===== config.mk =====
export PLATFORM = sky130hd
export DESIGN_NAME = ftoi_arbiter_flat
export DESIGN_NICKNAME = d
export VERILOG_FILES = /design/src/rtl/ftoi_arbiter_if.sv /design/src/rtl/ftoi_arbiter.sv /design/src/flat_wrapper.sv
export SDC_FILE = /design/constraint.sdc
export NUM_CORES = 1
export LEC_CHECK = 0
export CORE_MARGIN = 2
export CORE_UTILIZATION = 30
export CTS_CLUSTER_SIZE = 40
export DETAILED_ROUTE_END_ITERATION = 10
export SLEW_MARGIN = 20
export SYNTH_ARGS = -nofsm -noshare
export SYNTH_HDL_FRONTEND = slang
export SYNTH_SLANG_ARGS = --single-unit
export TNS_END_PERCENT = 20

===== constraint.sdc =====
create_clock -name clk -period 6.8 [get_ports clk]
set_clock_uncertainty 0.15 [all_clocks]
set_input_delay 0.68 -clock clk [delete_from_list [all_inputs] [get_ports clk]]
set_output_delay 0.68 -clock clk [all_outputs]
set_load 0.02 [all_outputs]

===== src/rtl/ftoi_arbiter_if.sv =====
// Request/response bundle between the requesters, the shared ftoi arbiter and the result consumer.
interface ftoi_arbiter_if #(
  parameter int NREQ = 2,
  parameter int IDW  = 1
);
  logic [NREQ-1:0]      req_valid;
  logic [32*NREQ-1:0]   req_x;
  logic [NREQ-1:0]      req_ready;
  logic                 resp_valid;
  logic                 resp_ready;
  logic [IDW-1:0]       resp_id;
  logic [31:0]          resp_data;
  logic                 busy;

  modport master (
    output req_valid, req_x, resp_ready,
    input  req_ready, resp_valid, resp_id, resp_data, busy
  );

  modport slave (
    input  req_valid, req_x, resp_ready,
    output req_ready, resp_valid, resp_id, resp_data, busy
  );
endinterface


===== src/rtl/ftoi_arbiter.sv =====
// Round-robin share of one fixed-latency float-to-int converter with an in-order,
// credit-gated response FIFO so that a stalled consumer never loses a result.
module ftoi_arbiter #(
  parameter int NREQ  = 2,
  parameter int IDW   = (NREQ > 1) ? $clog2(NREQ) : 1,
  parameter int DEPTH = 4,
  parameter int LAT   = 2
) (
  input  logic        clk,
  input  logic        rst,
  ftoi_arbiter_if.slave bus
);
  localparam int CW = $clog2(DEPTH + 1);
  localparam int PW = (DEPTH > 1) ? $clog2(DEPTH) : 1;

  logic [CW-1:0]             cnt;
  logic [IDW-1:0]            ptr;
  logic [LAT-1:0]            vld;
  logic [LAT-1:0][IDW-1:0]   ids;
  logic [LAT-1:0][31:0]      dat;
  logic [PW-1:0]             wptr, rptr;
  logic [CW-1:0]             fcnt;
  logic [IDW-1:0]            mem_id  [DEPTH];
  logic [31:0]               mem_dat [DEPTH];

  logic [NREQ-1:0] grant;
  logic [IDW-1:0]  gsel;
  logic [31:0]     x_in;
  logic            found;
  logic            pop;
  logic            wr;

  // Truncating conversion; shifts for huge exponents wrap mod 32 by design.
  function automatic logic [31:0] ftoi(input logic [31:0] x);
    logic [7:0]  e;
    logic [7:0]  sh;
    logic [31:0] m;
    logic [31:0] mag;
    e   = x[30:23];
    m   = {8'd0, 1'b1, x[22:0]};
    sh  = '0;
    mag = '0;
    if (e < 8'd127) begin
      mag = '0;
    end else if (e >= 8'd150) begin
      sh  = e - 8'd150;
      mag = m << sh[4:0];
    end else begin
      sh  = 8'd150 - e;
      mag = m >> sh[4:0];
    end
    return x[31] ? -mag : mag;
  endfunction

  function automatic logic [PW-1:0] nxt(input logic [PW-1:0] p);
    return (p == PW'(DEPTH - 1)) ? '0 : p + 1'b1;
  endfunction

  always_comb begin
    int unsigned idx;
    logic [IDW-1:0] sel;
    grant = '0;
    gsel  = '0;
    x_in  = '0;
    found = 1'b0;
    idx   = 0;
    sel   = '0;
    if (cnt < CW'(DEPTH)) begin
      for (int unsigned k = 0; k < NREQ; k++) begin
        idx = 32'(ptr) + k;
        if (idx >= unsigned'(NREQ)) idx = idx - unsigned'(NREQ);
        sel = IDW'(idx);
        if (!found && bus.req_valid[sel]) begin
          found      = 1'b1;
          grant[sel] = 1'b1;
          gsel       = sel;
          x_in       = bus.req_x[32*sel +: 32];
        end
      end
    end
  end

  assign bus.req_ready  = grant;
  assign bus.resp_valid = (fcnt != '0);
  assign bus.resp_id    = bus.resp_valid ? mem_id[rptr]  : '0;
  assign bus.resp_data  = bus.resp_valid ? mem_dat[rptr] : '0;
  assign bus.busy       = (cnt != '0);

  assign pop = bus.resp_valid & bus.resp_ready;
  assign wr  = vld[LAT-1];

  always_ff @(posedge clk or posedge rst) begin
    if (rst) begin
      cnt  <= '0;
      ptr  <= '0;
      vld  <= '0;
      ids  <= '0;
      dat  <= '0;
      wptr <= '0;
      rptr <= '0;
      fcnt <= '0;
    end else begin
      case ({found, pop})
        2'b10:   cnt <= cnt + 1'b1;
        2'b01:   cnt <= cnt - 1'b1;
        default: cnt <= cnt;
      endcase
      if (found) ptr <= (gsel == IDW'(NREQ - 1)) ? '0 : gsel + 1'b1;

      // Converted value rides alongside its tag; equivalent to an LAT-deep ftoi core.
      vld[0] <= found;
      ids[0] <= gsel;
      dat[0] <= ftoi(x_in);
      for (int unsigned s = 1; s < LAT; s++) begin
        vld[s] <= vld[s-1];
        ids[s] <= ids[s-1];
        dat[s] <= dat[s-1];
      end

      if (wr)  wptr <= nxt(wptr);
      if (pop) rptr <= nxt(rptr);
      case ({wr, pop})
        2'b10:   fcnt <= fcnt + 1'b1;
        2'b01:   fcnt <= fcnt - 1'b1;
        default: fcnt <= fcnt;
      endcase
      assert (!(wr && !pop && fcnt == CW'(DEPTH)));
    end
  end

  always_ff @(posedge clk) begin
    if (wr) begin
      mem_id[wptr]  <= ids[LAT-1];
      mem_dat[wptr] <= dat[LAT-1];
    end
  end
endmodule


===== src/flat_wrapper.sv =====
// flat-port wrapper written by rule: the top's interface ports become plain ports
module ftoi_arbiter_flat 
#(
  parameter int NREQ  = 2,
  parameter int IDW   = (NREQ > 1) ? $clog2(NREQ) : 1,
  parameter int DEPTH = 4,
  parameter int LAT   = 2
)
  (clk, rst, bus_req_valid, bus_req_x, bus_resp_ready, bus_req_ready, bus_resp_valid, bus_resp_id, bus_resp_data, bus_busy);
  ftoi_arbiter_if #(.NREQ(NREQ), .IDW(IDW)) bus_i ();
  input  logic clk;
  input  logic rst;
  input wire logic [$bits(bus_i.req_valid)-1:0] bus_req_valid;
  input wire logic [$bits(bus_i.req_x)-1:0] bus_req_x;
  input wire logic [$bits(bus_i.resp_ready)-1:0] bus_resp_ready;
  output wire logic [$bits(bus_i.req_ready)-1:0] bus_req_ready;
  output wire logic [$bits(bus_i.resp_valid)-1:0] bus_resp_valid;
  output wire logic [$bits(bus_i.resp_id)-1:0] bus_resp_id;
  output wire logic [$bits(bus_i.resp_data)-1:0] bus_resp_data;
  output wire logic [$bits(bus_i.busy)-1:0] bus_busy;
  assign bus_i.req_valid = bus_req_valid;
  assign bus_i.req_x = bus_req_x;
  assign bus_i.resp_ready = bus_resp_ready;
  assign bus_req_ready = bus_i.req_ready;
  assign bus_resp_valid = bus_i.resp_valid;
  assign bus_resp_id = bus_i.resp_id;
  assign bus_resp_data = bus_i.resp_data;
  assign bus_busy = bus_i.busy;
  ftoi_arbiter #(.NREQ(NREQ), .IDW(IDW), .DEPTH(DEPTH), .LAT(LAT)) u_core (.clk(clk), .rst(rst), .bus(bus_i));
endmodule

==> key figures, run 1 <==
Synthesis
  • Share of the synthesized area in the top cell type: 0.3220
  • Cell accounting for the most synthesized area: sky130_fd_sc_hd__edfxtp_1
  • Most used DFF post-synth: sky130_fd_sc_hd__edfxtp_1
  • Cells taking the most area after synthesis: sky130_fd_sc_hd__edfxtp_1, sky130_fd_sc_hd__dfrtp_1, sky130_fd_sc_hd__mux4_2, sky130_fd_sc_hd__a21oi_1, sky130_fd_sc_hd__nor3_1
  • Mapped Area: 0.01231 sq mm
  • Number of nets in the synthesized netlist: 1153
  • Count of cell types in the netlist: 84
  • Synth warn: 0
  • Count of flip-flops with a built-in enable after synthesis: 132
  • Seq cells post-synth: 211
  • Share of the yosys chip area belonging to registers: 0.4826
  • Share of async-settable or async-resettable flops after synthesis: 0.3744
  • Cell count after synthesis: 1070
  • Post-synthesis average cell area: 11.51 sq um

Placement
  • Worst Setup Slack post-DPL: 0.8344 ns
  • Buffers on Ports: 105
  • Half-perimeter wire length of the detailed placement result: 27700 um
  • Routability-driven placement congestion ratio: 0.9961
  • Number of placed cells counting well taps: 1661

Die
  • Chip width: 206.6 um
  • Number of ports placed on the die boundary: 106
  • Die area: 0.04267 sq mm
  • Core footprint: 0.04065 sq mm
  • Y dimension of the die: 206.6 um
  • Initial Util: 0.3029
  • Standard-cell rows: 74

Power
  • IR drop worst, VDD: 0.0002006 V
  • PwrDens: 453.7 mW/mm^2
  • Leakage power: 5.228 nW

Clock network
  • Postcts setup bufs: 0
  • Clock tree sinks: 211
  • Resized cells post-CTS: 0
  • CTS Root Buffer Type: sky130_fd_sc_hd__clkbuf_16
  • CTS tree: built
  • Cts-stage hold buffer count: 0
  • Clock slew seen by the registers of the worst setup and hold paths: 0.06 ns
  • Number of H-tree levels: 1
  • Number of buffers created by CTS: 20
  • Insertion delay to the later sink of the worst-skew pair: 0.48 ns
  • Max Buffers Root-to-Sink: 3

Setup path
  • Required time at the endpoint of the critical path: 7.00 ns
  • Slowest cell on the critical path: sky130_fd_sc_hd__a2111oi_0
  • Worst setup path category: in -> reg
  • Crit-path leading delay family: compound AO/OA/AOI/OAI gates
  • Number of buffer and inverter stages on the critical path: 2
  • Highest fanout seen on the critical path: 25
  • Chain of cells forming the critical path: clkdlybuf4s50_1 > a21boi_4 > buf_4 > a32oi_2 > nor2_2 > a2111oi_0 > a21oi_1 > o2111ai_1 > a32oi_1 > a2111oi_2 > nand2_1 > nor2_1 > a31oi_1 > xor2_1
  • Worst-case register-to-register setup slack: 1.58 ns
  • Endpoint arrival time on the critical path: 5.74 ns
  • Nature of the critical path endpoint: register
  • Category of the worst setup path launch point: input pin
  • Max stage delay on crit path: 0.93 ns

Global route
  • All-Layer GR Usage: 0.1717
  • Antenna violations before repair: 0
  • Global-route wire length before repair: 56440 um
  • Final global-route overflow total: 0
  • Largest net degree at the start of global routing: 81
  • Via count of the first global-routing pass: 9292

Routing
  • Total wire length after detailed routing: 36920 um
  • Via total after detailed routing: 9671
  • Mean number of vias per cell: 5.699
  • Violation count after the first detailed-routing iteration: 976
  • Detailed-route DRC error count: 0
  • Average wire length per cell after detail routing: 21.76 um
  • ANT nets after route: 0
  • Detailed Routing Iterations Pass 1: 7

Final layout
  • Multi-input combinational cell area: 0.005904 sq mm
  • Final non-filler cell total: 1697
  • Sequential cell area in the final layout: 0.005944 sq mm
  • Total of fill cells in the finished design: 3978
  • Layout Area Growth over Synthesis: 18.23%
  • Diodes inserted: 0
  • Ratio of cells with drive above 1 in the final layout: 0.1485
  • Final net count: 1234

Timing
  • Max Clk Rate: 180.6 MHz
  • Final Cycle Share: 0.8143
  • Unrepaired setup endpoints after global routing: no
  • Time the worst path needs with I/O delays and setup: 5.537 ns
  • Setup violation total in the final timing report: 0
  • Final Hold Violating Endpoints: 0
  • Relative max-transition margin: 0.3201
  • Aggregate negative setup slack: 0 ns
  • Post-layout worst setup margin: 1.263 ns
  • Max-slew violation count: 0
  • Worst Max-Slew Pin Slew: 0.9942 ns

Run status
  • Run status: finished, final reports clean

Min path
  • Class of the tightest hold or removal check: reg -> reg

Job
  • Max cap viols: 0
## synthesized netlist by cell type, types with 8 or more instances
| cell type | number |
|---|---|
| sky130_fd_sc_hd__nor2_1 | 80 |
| sky130_fd_sc_hd__inv_1 | 23 |
| sky130_fd_sc_hd__dfrtp_1 | 79 |
| sky130_fd_sc_hd__o21ai_0 | 30 |
| sky130_fd_sc_hd__a22oi_1 | 22 |
| sky130_fd_sc_hd__a31oi_1 | 15 |
| sky130_fd_sc_hd__nand2_1 | 44 |
| sky130_fd_sc_hd__clkbuf_1 | 37 |
| sky130_fd_sc_hd__o31ai_1 | 11 |
| sky130_fd_sc_hd__o22ai_1 | 9 |
| sky130_fd_sc_hd__buf_2 | 27 |
| sky130_fd_sc_hd__o21ai_1 | 9 |
| sky130_fd_sc_hd__xnor2_1 | 19 |
| sky130_fd_sc_hd__mux2_2 | 15 |
| sky130_fd_sc_hd__a21oi_1 | 68 |
| sky130_fd_sc_hd__a211oi_1 | 27 |
| sky130_fd_sc_hd__xor2_1 | 21 |
| sky130_fd_sc_hd__a32oi_1 | 34 |
| sky130_fd_sc_hd__or3_1 | 8 |
| sky130_fd_sc_hd__nor3_1 | 62 |
| sky130_fd_sc_hd__and2_1 | 41 |
| sky130_fd_sc_hd__buf_1 | 8 |
| sky130_fd_sc_hd__nand3_1 | 16 |
| sky130_fd_sc_hd__a21o_1 | 15 |
| sky130_fd_sc_hd__ha_1 | 12 |
| sky130_fd_sc_hd__mux4_2 | 52 |
| sky130_fd_sc_hd__edfxtp_1 | 132 |
| sky130_fd_sc_hd__mux2i_1 | 16 |
## report_power, final
| part | switching (mW) | internal, mW | leakage [nW] | total, mW |
|---|---|---|---|---|
| clock network | 0.442 | 0.608 | 0.315 | 1.05 |
| logic | 2.13 | 1.42 | 2.66 | 3.55 |
| registers | 0.205 | 1.80 | 2.25 | 2.00 |
## flip-flops by register name, summed over array words and instances (netlist names), 3 cells and up
register        cells
u_core.cnt          3
u_core.dat         64
u_core.fcnt         3
u_core.mem_dat    128
u_core.mem_id       4
## cells in the final DEF, fill, tap and decap left out, types with 5 or more instances in the layout
master	n
sky130_fd_sc_hd__and2_1	41
sky130_fd_sc_hd__a2111oi_0	5
sky130_fd_sc_hd__a31oi_1	15
sky130_fd_sc_hd__inv_1	22
sky130_fd_sc_hd__xor2_1	21
sky130_fd_sc_hd__ha_1	12
sky130_fd_sc_hd__and3_1	6
sky130_fd_sc_hd__a221oi_1	7
sky130_fd_sc_hd__clkinv_2	5
sky130_fd_sc_hd__clkdlybuf4s50_1	105
sky130_fd_sc_hd__nor2_2	5
sky130_fd_sc_hd__nor2_1	80
sky130_fd_sc_hd__a21oi_1	68
sky130_fd_sc_hd__nand2_1	44
sky130_fd_sc_hd__o21ai_1	9
sky130_fd_sc_hd__mux2i_1	16
sky130_fd_sc_hd__or3_1	8
sky130_fd_sc_hd__or2_2	7
sky130_fd_sc_hd__mux2_2	15
sky130_fd_sc_hd__nor4_1	7
sky130_fd_sc_hd__mux4_2	52
sky130_fd_sc_hd__a211oi_1	27
sky130_fd_sc_hd__nor3_1	62
sky130_fd_sc_hd__dfrtp_1	76
sky130_fd_sc_hd__nand3_1	16
sky130_fd_sc_hd__xnor2_1	19
sky130_fd_sc_hd__o31ai_1	11
sky130_fd_sc_hd__o21ai_0	30
sky130_fd_sc_hd__a22oi_1	22
sky130_fd_sc_hd__o32ai_1	5
sky130_fd_sc_hd__edfxtp_1	132
sky130_fd_sc_hd__o211ai_1	5
sky130_fd_sc_hd__clkbuf_16	21
sky130_fd_sc_hd__a32oi_1	34
sky130_fd_sc_hd__o221ai_1	7
sky130_fd_sc_hd__buf_4	34
sky130_fd_sc_hd__o22ai_1	9
sky130_fd_sc_hd__a21o_1	15
## worst register-to-register path, cell delays in order, from the launching register on
cell                        delay [ns]
sky130_fd_sc_hd__dfrtp_1          0.42
sky130_fd_sc_hd__nand2b_1         0.40
sky130_fd_sc_hd__a32oi_2          0.36
sky130_fd_sc_hd__nor2_2           0.11
sky130_fd_sc_hd__ha_1             0.29
sky130_fd_sc_hd__or3_1            0.46
sky130_fd_sc_hd__a21oi_1          0.65
sky130_fd_sc_hd__a32oi_1          0.31
sky130_fd_sc_hd__a32oi_1          0.30
sky130_fd_sc_hd__o221ai_1         0.31
sky130_fd_sc_hd__a2111oi_4        0.55
sky130_fd_sc_hd__nand4_4          0.20
sky130_fd_sc_hd__nor4_2           0.29
sky130_fd_sc_hd__nor2_1           0.08
sky130_fd_sc_hd__xor2_1           0.17
## stage by stage
stage                 util  power, mW  hold slack [ns]  instance area (sq um)
finish              0.3581      6.603           0.1959                  14560
global route        0.3581      6.973           0.1999                  14560
CTS                 0.3581      6.615           0.1973                  14560
detailed placement  0.3424      5.549           0.1855                  13920
global placement    0.3424      5.579           0.1834                  13920
floorplan                -      4.345           0.1812                  12310
## path summary, 6_finish.rpt
kind / start / to / cells past startpoint
worst max-delay path: bus_req_valid[1] / u_core.dat[28]$_DFF_PP0_ / 14
worst min-delay path: u_core.dat[23]$_DFF_PP0_ / u_core.dat[55]$_DFF_PP0_ / 0
worst max register to register: u_core.ptr$_DFFE_PP0P_ / u_core.dat[25]$_DFF_PP0_ / 14
worst min register to register: u_core.dat[23]$_DFF_PP0_ / u_core.dat[55]$_DFF_PP0_ / 0
max in group asynchronous: rst / u_core.rptr[1]$_DFFE_PP0P_ / 3
min in group asynchronous: rst / u_core.vld[0]$_DFF_PP0_ / 2
## cell families after synthesis
logic type	after synthesis	share of synthesized area
muxes	83	0.1219
DFF	211	0.4826
xor gates and xnor gates	41	0.02978
AOI/OAI and AO/OA	320	0.1901
and+or+nand+nor	296	0.1225
adders and majority gates	14	0.01545
buffers and inverters	105	0.03781
## routing by layer
layer,track usage,part of all wire
met4,0.05459,0.033
met5,0,0
met3,0.01570,0.058
met2,0.2809,0.47
met1,0.2410,0.44
## area by class of cell
cell class	count	share of cell area
tap	532	0.04573
clock inverter	10	0.003782
clock buffer	26	0.04014
multi-input combinational	754	0.4057
timing repair buffer	139	0.08974
inverter	25	0.006533
sequential	211	0.4084
Power figures use the tool's default switching activity.
==> inputs of run 2 (changes only) <==
Clock period 6.8 ns to 5.17 ns, I/O delays scaled along.
==> key figures, run 2 (same netlist as run 1, synthesis figures left out) <==
Final layout
  • Diodes inserted: 0 (unchanged)
  • Commonest cells after routing, fill and taps aside: sky130_fd_sc_hd__buf_4, sky130_fd_sc_hd__edfxtp_1, sky130_fd_sc_hd__clkdlybuf4s50_1 (was sky130_fd_sc_hd__edfxtp_1, sky130_fd_sc_hd__clkdlybuf4s50_1, sky130_fd_sc_hd__nor2_1)
  • Multi-input combinational cell area: 0.005904 sq mm (unchanged)
  • Layout Area Growth over Synthesis: 25.67% (was 18.23%)
  • Sequential cell area in the final layout: 0.005944 sq mm (unchanged)
  • Flip-flop count of the largest register, all copies and words added: 128 (unchanged)
  • Final net count: 1342 (was 1234)
  • Largest reg by FF count: u_core.mem_dat (unchanged)
  • Largest registers: u_core.mem_dat x128, u_core.dat x64, u_core.mem_id x4 (unchanged)
  • Final standard cell utilization of the core: 0.3806 (was 0.3581)
  • Ratio of cells with drive above 1 in the final layout: 0.2184 (was 0.1485)
  • Total of fill cells in the finished design: 3973 (was 3978)
  • Most frequent standard cell in the layout excluding fill and tap cells: sky130_fd_sc_hd__buf_4 (was sky130_fd_sc_hd__edfxtp_1)

Routing
  • ANT nets after route: 0 (unchanged)
  • Detailed Routing Iterations Pass 1: 7 (unchanged)
  • Average wire length per cell after detail routing: 21.17 um (was 21.76 um)
  • Total wire length after detailed routing: 38220 um (was 36920 um)
  • Via total after detailed routing: 9950 (was 9671)
  • Detailed-route DRC error count: 0 (unchanged)
  • Mean number of vias per cell: 5.512 (was 5.699)
  • Violation count after the first detailed-routing iteration: 951 (was 976)

Power
  • Switching power of the nets: 3.766 mW (was 2.779 mW)
  • Sequential fraction of design power: 0.290 (was 0.303)
  • PwrDens: 599.7 mW/mm^2 (was 453.7 mW/mm^2)
  • Proportion of total power due to net switching: 0.4059 (was 0.4209)
  • Leakage power: 5.801 nW (was 5.228 nW)
  • Combinational group share of total power: 0.553 (was 0.538)
  • Internal power component: 5.511 mW (was 3.824 mW)
  • Clk network pwr share: 0.157 (was 0.159)
  • IR drop worst, VDD: 0.0002319 V (was 0.0002006 V)

Clock network
  • Clock tree sinks: 211 (unchanged)
  • Clock slew seen by the registers of the worst setup and hold paths: 0.06 ns (about the same)
  • Max Buffers Root-to-Sink: 3 (unchanged)
  • Insertion delay to the later sink of the worst-skew pair: 0.48 ns (about the same)
  • CTS tree: built (unchanged)
  • Cts-stage hold buffer count: 0 (unchanged)
  • CTS Root Buffer Type: sky130_fd_sc_hd__clkbuf_16 (unchanged)
  • Resized cells post-CTS: 0 (unchanged)
  • Number of buffers created by CTS: 20 (unchanged)
  • Postcts setup bufs: 0 (unchanged)
  • Number of H-tree levels: 1 (unchanged)

Job
  • Max cap viols: 0 (unchanged)

Setup path
  • Reg2reg end: u_core.dat[30]$_DFF_PP0_ (was u_core.dat[25]$_DFF_PP0_)
  • Required time at the endpoint of the critical path: 5.36 ns (was 7.00 ns)
  • Most frequent cell on the critical path: sky130_fd_sc_hd__a21oi_1
  • RR Startpoint: u_core.ptr$_DFFE_PP0P_ (unchanged)
  • Slowest cell on the critical path: sky130_fd_sc_hd__clkdlybuf4s50_1 (was sky130_fd_sc_hd__a2111oi_0)
  • Cell depth of the worst flop-to-flop path: 16 (was 14)
  • Worst-case register-to-register setup slack: 0.54 ns (was 1.58 ns)
  • Crit-path leading delay family: simple AND/OR/NAND/NOR gates (was compound AO/OA/AOI/OAI gates)
  • Max stage delay on crit path: 0.66 ns (was 0.93 ns)
  • Number of buffer and inverter stages on the critical path: 3 (was 2)
  • Nature of the critical path endpoint: register (unchanged)
  • Chain of cells forming the critical path: clkdlybuf4s50_1 > a21boi_4 > a22oi_2 > nor2_4 > ha_1 > inv_1 > a21oi_1 > nor2_2 > nand2_1 > o32ai_1 > buf_4 > o31ai_1 > nor4b_2 > and3_1 > and4bb_1 > a21oi_1 > xor2_1 (was clkdlybuf4s50_1 > a21boi_4 > buf_4 > a32oi_2 > nor2_2 > a2111oi_0 > a21oi_1 > o2111ai_1 > a32oi_1 > a2111oi_2 > nand2_1 > nor2_1 > a31oi_1 > xor2_1)
  • Category of the worst setup path launch point: input pin (unchanged)
  • Highest fanout seen on the critical path: 14 (was 25)
  • Endpoint arrival time on the critical path: 4.87 ns (was 5.74 ns)
  • Worst setup path category: in -> reg (unchanged)

Placement
  • Worst Setup Slack post-DPL: 0.08274 ns (was 0.8344 ns)
  • Half-perimeter wire length of the detailed placement result: 29360 um (was 27700 um)
  • Routability-driven placement congestion ratio: 1.003 (was 0.9961)
  • Buffers on Ports: 105 (unchanged)

Global route
  • All-Layer GR Usage: 0.1807 (was 0.1717)
  • Final global-route overflow total: 0 (unchanged)
  • Via count of the first global-routing pass: 9812 (was 9292)
  • Antenna violations before repair: 0 (unchanged)
  • Largest net degree at the start of global routing: 66 (was 81)
  • Global-route wire length before repair: 59340 um (was 56440 um)

Timing
  • Max Clk Rate: 213.4 MHz
  • Worst Max-Slew Pin Slew: 0.8934 ns (was 0.9942 ns)
  • Relative max-transition margin: 0.4044 (was 0.3201)
  • Time the worst path needs with I/O delays and setup: 4.687 ns
  • Final Hold Violating Endpoints: 0 (unchanged)
  • Aggregate negative setup slack: 0 ns (unchanged)
  • Max-slew violation count: 0 (unchanged)
  • Unrepaired setup endpoints after global routing: no (unchanged)
  • Setup violation total in the final timing report: 0 (unchanged)
  • Final Cycle Share: 0.9065
  • Post-layout worst setup margin: 0.4834 ns (was 1.263 ns)

Run status
  • Run status: finished, final reports clean (unchanged)

Die
  • Y dimension of the die: 206.6 um (unchanged)
  • Standard-cell rows: 74 (unchanged)
  • Initial Util: 0.3029 (unchanged)
  • Die area: 0.04267 sq mm (unchanged)
  • Core footprint: 0.04065 sq mm (unchanged)
  • Chip width: 206.6 um (unchanged)
  • Number of ports placed on the die boundary: 106 (unchanged)

Min path
  • Class of the tightest hold or removal check: reg -> reg (unchanged)
  • Worst hold path cell count: 0 (unchanged)
  • Endpoint of the worst hold-timing path: u_core.dat[32]$_DFF_PP0_ (was u_core.dat[55]$_DFF_PP0_)
  • Hold Startpoint: u_core.dat[0]$_DFF_PP0_ (was u_core.dat[23]$_DFF_PP0_)
## run 2: worst max path at each step
| stage | from | to | slack (ns) | cells after the start |
|---|---|---|---|---|
| 2_1_floorplan | bus_req_valid[0] | u_core.dat[28]$_DFF_PP0_ | 0.01 | 20 |
| 3_3_place_gp | bus_req_valid[1] | u_core.dat[30]$_DFF_PP0_ | 0.09 | 17 |
| 3_5_place_dp | bus_req_valid[1] | u_core.dat[28]$_DFF_PP0_ | 0.08 | 20 |
| 4_1_cts | bus_req_valid[1] | u_core.dat[28]$_DFF_PP0_ | 0.55 | 20 |
| 5_1_grt | bus_req_valid[1] | u_core.dat[24]$_DFF_PP0_ | 0.20 | 19 |
| 6_report | bus_req_valid[1] | u_core.dat[30]$_DFF_PP0_ | 0.48 | 17 |
## run 2: worst reg2reg max path, delay by kind of cell (launching register included)
family / cells / cell delay [ns]
and+or+nand+nor: 7 / 2.31
AOI/OAI and AO/OA: 5 / 0.89
buffers and inverters: 2 / 0.28
DFF: 1 / 0.43
xor gates and xnor gates: 1 / 0.15
adders and majority gates: 1 / 0.27
## run 2: layer usage
layer | up-vias | global-route usage | part of all wire
met1 | 4895 | 0.2513 | 0.44
met2 | 386 | 0.2932 | 0.46
met5 | - | 0 | 0
li1 | 4603 | - | -
met4 | 0 | 0.06939 | 0.038
met3 | 66 | 0.01617 | 0.055
## run 2: metrics by stage
stage / cells / instance area [sq um] / hold slack, ns / total power, mW
after floorplan: 1070 / 12310 / 0.1812 / 5.714
after global placement: 1769 / 14800 / 0.1864 / 7.845
after detailed placement: 1769 / 14800 / 0.1847 / 7.827
after CTS: 1805 / 15470 / 0.1987 / 9.300
after global routing: 1805 / 15470 / 0.2054 / 9.841
final: 1805 / 15470 / 0.1977 / 9.277
## run 2: cell type report
type                    instances  share of cell area
flip-flops and latches        211              0.3842
multi-input cells             754              0.3816
repair buffers                247              0.1417
well taps                     532             0.04302
clock buffers                  27             0.03672
clock inverters                 9            0.006551
inverters                      25            0.006146
## run 2: power groups by stage
stage / clock [mW] / combinational [mW] / sequential, mW
floorplan: 0 / 3.21 / 2.51
global placement: 0 / 5.13 / 2.71
detailed placement: 0 / 5.09 / 2.74
CTS: 1.49 / 5.10 / 2.71
global route: 1.56 / 5.52 / 2.75
finish: 1.45 / 5.13 / 2.69
==> inputs of run 3 (changes only) <==
Settings changed: CTS_CLUSTER_DIAMETER set to 50.
==> key figures, run 3 (same netlist as run 1, synthesis figures left out) <==
Clock network
  • Postcts setup bufs: 0 (unchanged)
  • Number of H-tree levels: 1 (unchanged)
  • Clock tree sinks: 211 (unchanged)
  • Cts-stage hold buffer count: 0 (unchanged)
  • CTS Root Buffer Type: sky130_fd_sc_hd__clkbuf_16 (unchanged)
  • Resized cells post-CTS: 0 (unchanged)
  • Insertion delay to the later sink of the worst-skew pair: 0.46 ns (was 0.48 ns)
  • CTS tree: built (unchanged)
  • Number of buffers created by CTS: 13 (was 20)
  • Clock slew seen by the registers of the worst setup and hold paths: 0.10 ns (was 0.06 ns)
  • Max Buffers Root-to-Sink: 3 (unchanged)

Setup path
  • Highest fanout seen on the critical path: 14 (unchanged)
  • Required time at the endpoint of the critical path: 5.40 ns (was 5.36 ns)
  • Endpoint arrival time on the critical path: 4.88 ns (was 4.87 ns)
  • Category of the worst setup path launch point: input pin (unchanged)
  • Max stage delay on crit path: 0.65 ns (was 0.66 ns)
  • Nature of the critical path endpoint: register (unchanged)
  • Chain of cells forming the critical path: clkdlybuf4s50_1 > a21boi_4 > a22oi_2 > nor2_4 > ha_1 > inv_1 > a21oi_1 > nor2_2 > nand2_1 > o32ai_1 > buf_4 > o31ai_1 > nor4b_2 > nand2_1 > buf_4 > o41ai_2 > xor2_1 (was clkdlybuf4s50_1 > a21boi_4 > a22oi_2 > nor2_4 > ha_1 > inv_1 > a21oi_1 > nor2_2 > nand2_1 > o32ai_1 > buf_4 > o31ai_1 > nor4b_2 > and3_1 > and4bb_1 > a21oi_1 > xor2_1)
  • Slowest cell on the critical path: sky130_fd_sc_hd__clkdlybuf4s50_1 (unchanged)
  • Crit-path leading delay family: simple AND/OR/NAND/NOR gates (unchanged)
  • Number of buffer and inverter stages on the critical path: 4 (was 3)
  • Worst setup path category: in -> reg (unchanged)

Final layout
  • Final standard cell utilization of the core: 0.3746 (was 0.3806)
  • Largest registers: u_core.mem_dat x128, u_core.dat x64, u_core.mem_id x4 (unchanged)
  • Largest reg by FF count: u_core.mem_dat (unchanged)
  • Final non-filler cell total: 1790 (was 1805)
  • Commonest cells after routing, fill and taps aside: sky130_fd_sc_hd__buf_4, sky130_fd_sc_hd__edfxtp_1, sky130_fd_sc_hd__clkdlybuf4s50_1 (unchanged)
  • Post-route design area: 0.01523 sq mm (was 0.01547 sq mm)
  • Layout Area Growth over Synthesis: 23.69% (was 25.67%)
  • Most frequent standard cell in the layout excluding fill and tap cells: sky130_fd_sc_hd__buf_4 (unchanged)
  • Flip-flop count of the largest register, all copies and words added: 128 (unchanged)
  • Final net count: 1335 (was 1342)
  • Ratio of cells with drive above 1 in the final layout: 0.2138 (was 0.2184)
  • Diodes inserted: 0 (unchanged)

Timing
  • Unrepaired setup endpoints after global routing: no (unchanged)
  • Final Cycle Share: 0.8993 (was 0.9065)
  • Relative max-transition margin: 0.3902 (was 0.4044)
  • Aggregate negative setup slack: 0 ns (unchanged)
  • Final Hold Violating Endpoints: 0 (unchanged)
  • Max-slew violation count: 0 (unchanged)
  • Worst Max-Slew Pin Slew: 0.9147 ns (was 0.8934 ns)
  • Max Clk Rate: 215.1 MHz (was 213.4 MHz)
  • Time the worst path needs with I/O delays and setup: 4.649 ns (was 4.687 ns)
  • Setup violation total in the final timing report: 0 (unchanged)

Die
  • Number of ports placed on the die boundary: 106 (unchanged)
  • Initial Util: 0.3029 (unchanged)
  • Die area: 0.04267 sq mm (unchanged)
  • Standard-cell rows: 74 (unchanged)
  • Core footprint: 0.04065 sq mm (unchanged)
  • Y dimension of the die: 206.6 um (unchanged)
  • Chip width: 206.6 um (unchanged)

Placement
  • Half-perimeter wire length of the detailed placement result: 29360 um (unchanged)
  • Placed cell area: 0.01480 sq mm (unchanged)
  • Buffers on Ports: 105 (unchanged)
  • Number of placed cells counting well taps: 1769 (unchanged)
  • Routability-driven placement congestion ratio: 1.003 (unchanged)

Routing
  • Via total after detailed routing: 9862 (was 9950)
  • Total wire length after detailed routing: 37970 um (was 38220 um)
  • Average wire length per cell after detail routing: 21.21 um (was 21.17 um)
  • Violation count after the first detailed-routing iteration: 1011 (was 951)
  • Mean number of vias per cell: 5.509 (was 5.512)
  • Detailed-route DRC error count: 0 (unchanged)
  • ANT nets after route: 0 (unchanged)
  • Detailed Routing Iterations Pass 1: 5 (was 7)

Global route
  • Met1 track demand over resource in global routing: 0.2522 (was 0.2513)
  • Largest net degree at the start of global routing: 66 (unchanged)
  • All-Layer GR Usage: 0.1796 (was 0.1807)
  • Busiest grt layer: met2 (unchanged)
  • Global-route wire length before repair: 59030 um (was 59340 um)
  • GR met3 Demand/Resource: 0.01491 (was 0.01617)
  • Final global-route overflow total: 0 (unchanged)
  • Via count of the first global-routing pass: 9716 (was 9812)
  • Antenna violations before repair: 0 (unchanged)
  • Met2 Track Usage GR: 0.2920 (was 0.2932)

Power
  • Leakage power: 5.682 nW (was 5.801 nW)
  • PwrDens: 582.6 mW/mm^2 (was 599.7 mW/mm^2)
  • IR drop worst, VDD: 0.0002237 V (was 0.0002319 V)

Job
  • Max cap viols: 0 (unchanged)

Run status
  • Run status: finished, final reports clean (unchanged)

Min path
  • Class of the tightest hold or removal check: reg -> reg (unchanged)
run 3: cell count changes in the layout (fill, tap and decap cells not counted), sizes merged:
cell | before | now
bufinv | 2 | 0
clkinvlp | 1 | 0
clkbuf | 27 | 13
inv | 25 | 27
run 3: path summary, 6_finish.rpt:
| kind | cells past startpoint | slack [ns] | to | from |
|---|---|---|---|---|
| worst min-delay path | 0 | 0.20 | u_core.dat[42]$_DFF_PP0_ | u_core.dat[10]$_DFF_PP0_ |
| worst max-delay path | 17 | 0.52 | u_core.dat[24]$_DFF_PP0_ | bus_req_valid[1] |
| min in group asynchronous | 2 | 0.31 | u_core.ptr$_DFFE_PP0P_ | rst |
| worst max register to register | 15 | 0.58 | u_core.dat[24]$_DFF_PP0_ | u_core.ptr$_DFFE_PP0P_ |
| max in group asynchronous | 3 | 3.60 | u_core.dat[7]$_DFF_PP0_ | rst |
| worst min register to register | 0 | 0.20 | u_core.dat[42]$_DFF_PP0_ | u_core.dat[10]$_DFF_PP0_ |
run 3: cell type report:
cell class | count | area (sq um)
fill | 3985 | 25420
sequential | 211 | 5944
multi-input combinational | 754 | 5904
timing repair buffer | 247 | 2192
tap | 532 | 665.6
clock buffer | 13 | 325.3
clock inverter | 8 | 100.1
inverter | 25 | 95.09
run 3: power breakdown:
group	internal [mW]	switching, mW
registers	2.35	0.329
clock network	0.496	0.558
logic	2.28	2.86
total	5.13	3.74
run 3: through the flow:
stage	power [mW]	hold WS (ns)	worst slack (ns)
4_1_cts	8.891	0.2038	0.5527
3_3_place_gp	7.845	0.1864	0.09087
3_5_place_dp	7.827	0.1847	0.08274
5_1_grt	9.433	0.2048	0.1894
6_report	8.872	0.2043	0.5208
2_1_floorplan	5.714	0.1812	0.009532
run 3: worst reg2reg max path, cell delays in order (launching register included):
cell and delay (ns):
sky130_fd_sc_hd__dfrtp_1 0.43, sky130_fd_sc_hd__nand2b_1 0.30, sky130_fd_sc_hd__a32oi_2 0.31, sky130_fd_sc_hd__nor2_2 0.08, sky130_fd_sc_hd__ha_1 0.31, sky130_fd_sc_hd__or3_1 0.40
sky130_fd_sc_hd__buf_4 0.17, sky130_fd_sc_hd__a221oi_1 0.32, sky130_fd_sc_hd__a2111oi_0 0.14, sky130_fd_sc_hd__a2111oi_0 0.49, sky130_fd_sc_hd__a211oi_1 0.28, sky130_fd_sc_hd__nor2_1 0.22
sky130_fd_sc_hd__nand4_1 0.16, sky130_fd_sc_hd__buf_4 0.18, sky130_fd_sc_hd__o41ai_2 0.36, sky130_fd_sc_hd__xor2_1 0.20
run 3: layer usage:
layer / vias up / share of wire
met5: - / 0
met4: 0 / 0.036
met3: 62 / 0.054
met2: 381 / 0.47
met1: 4842 / 0.44
li1: 4577 / -
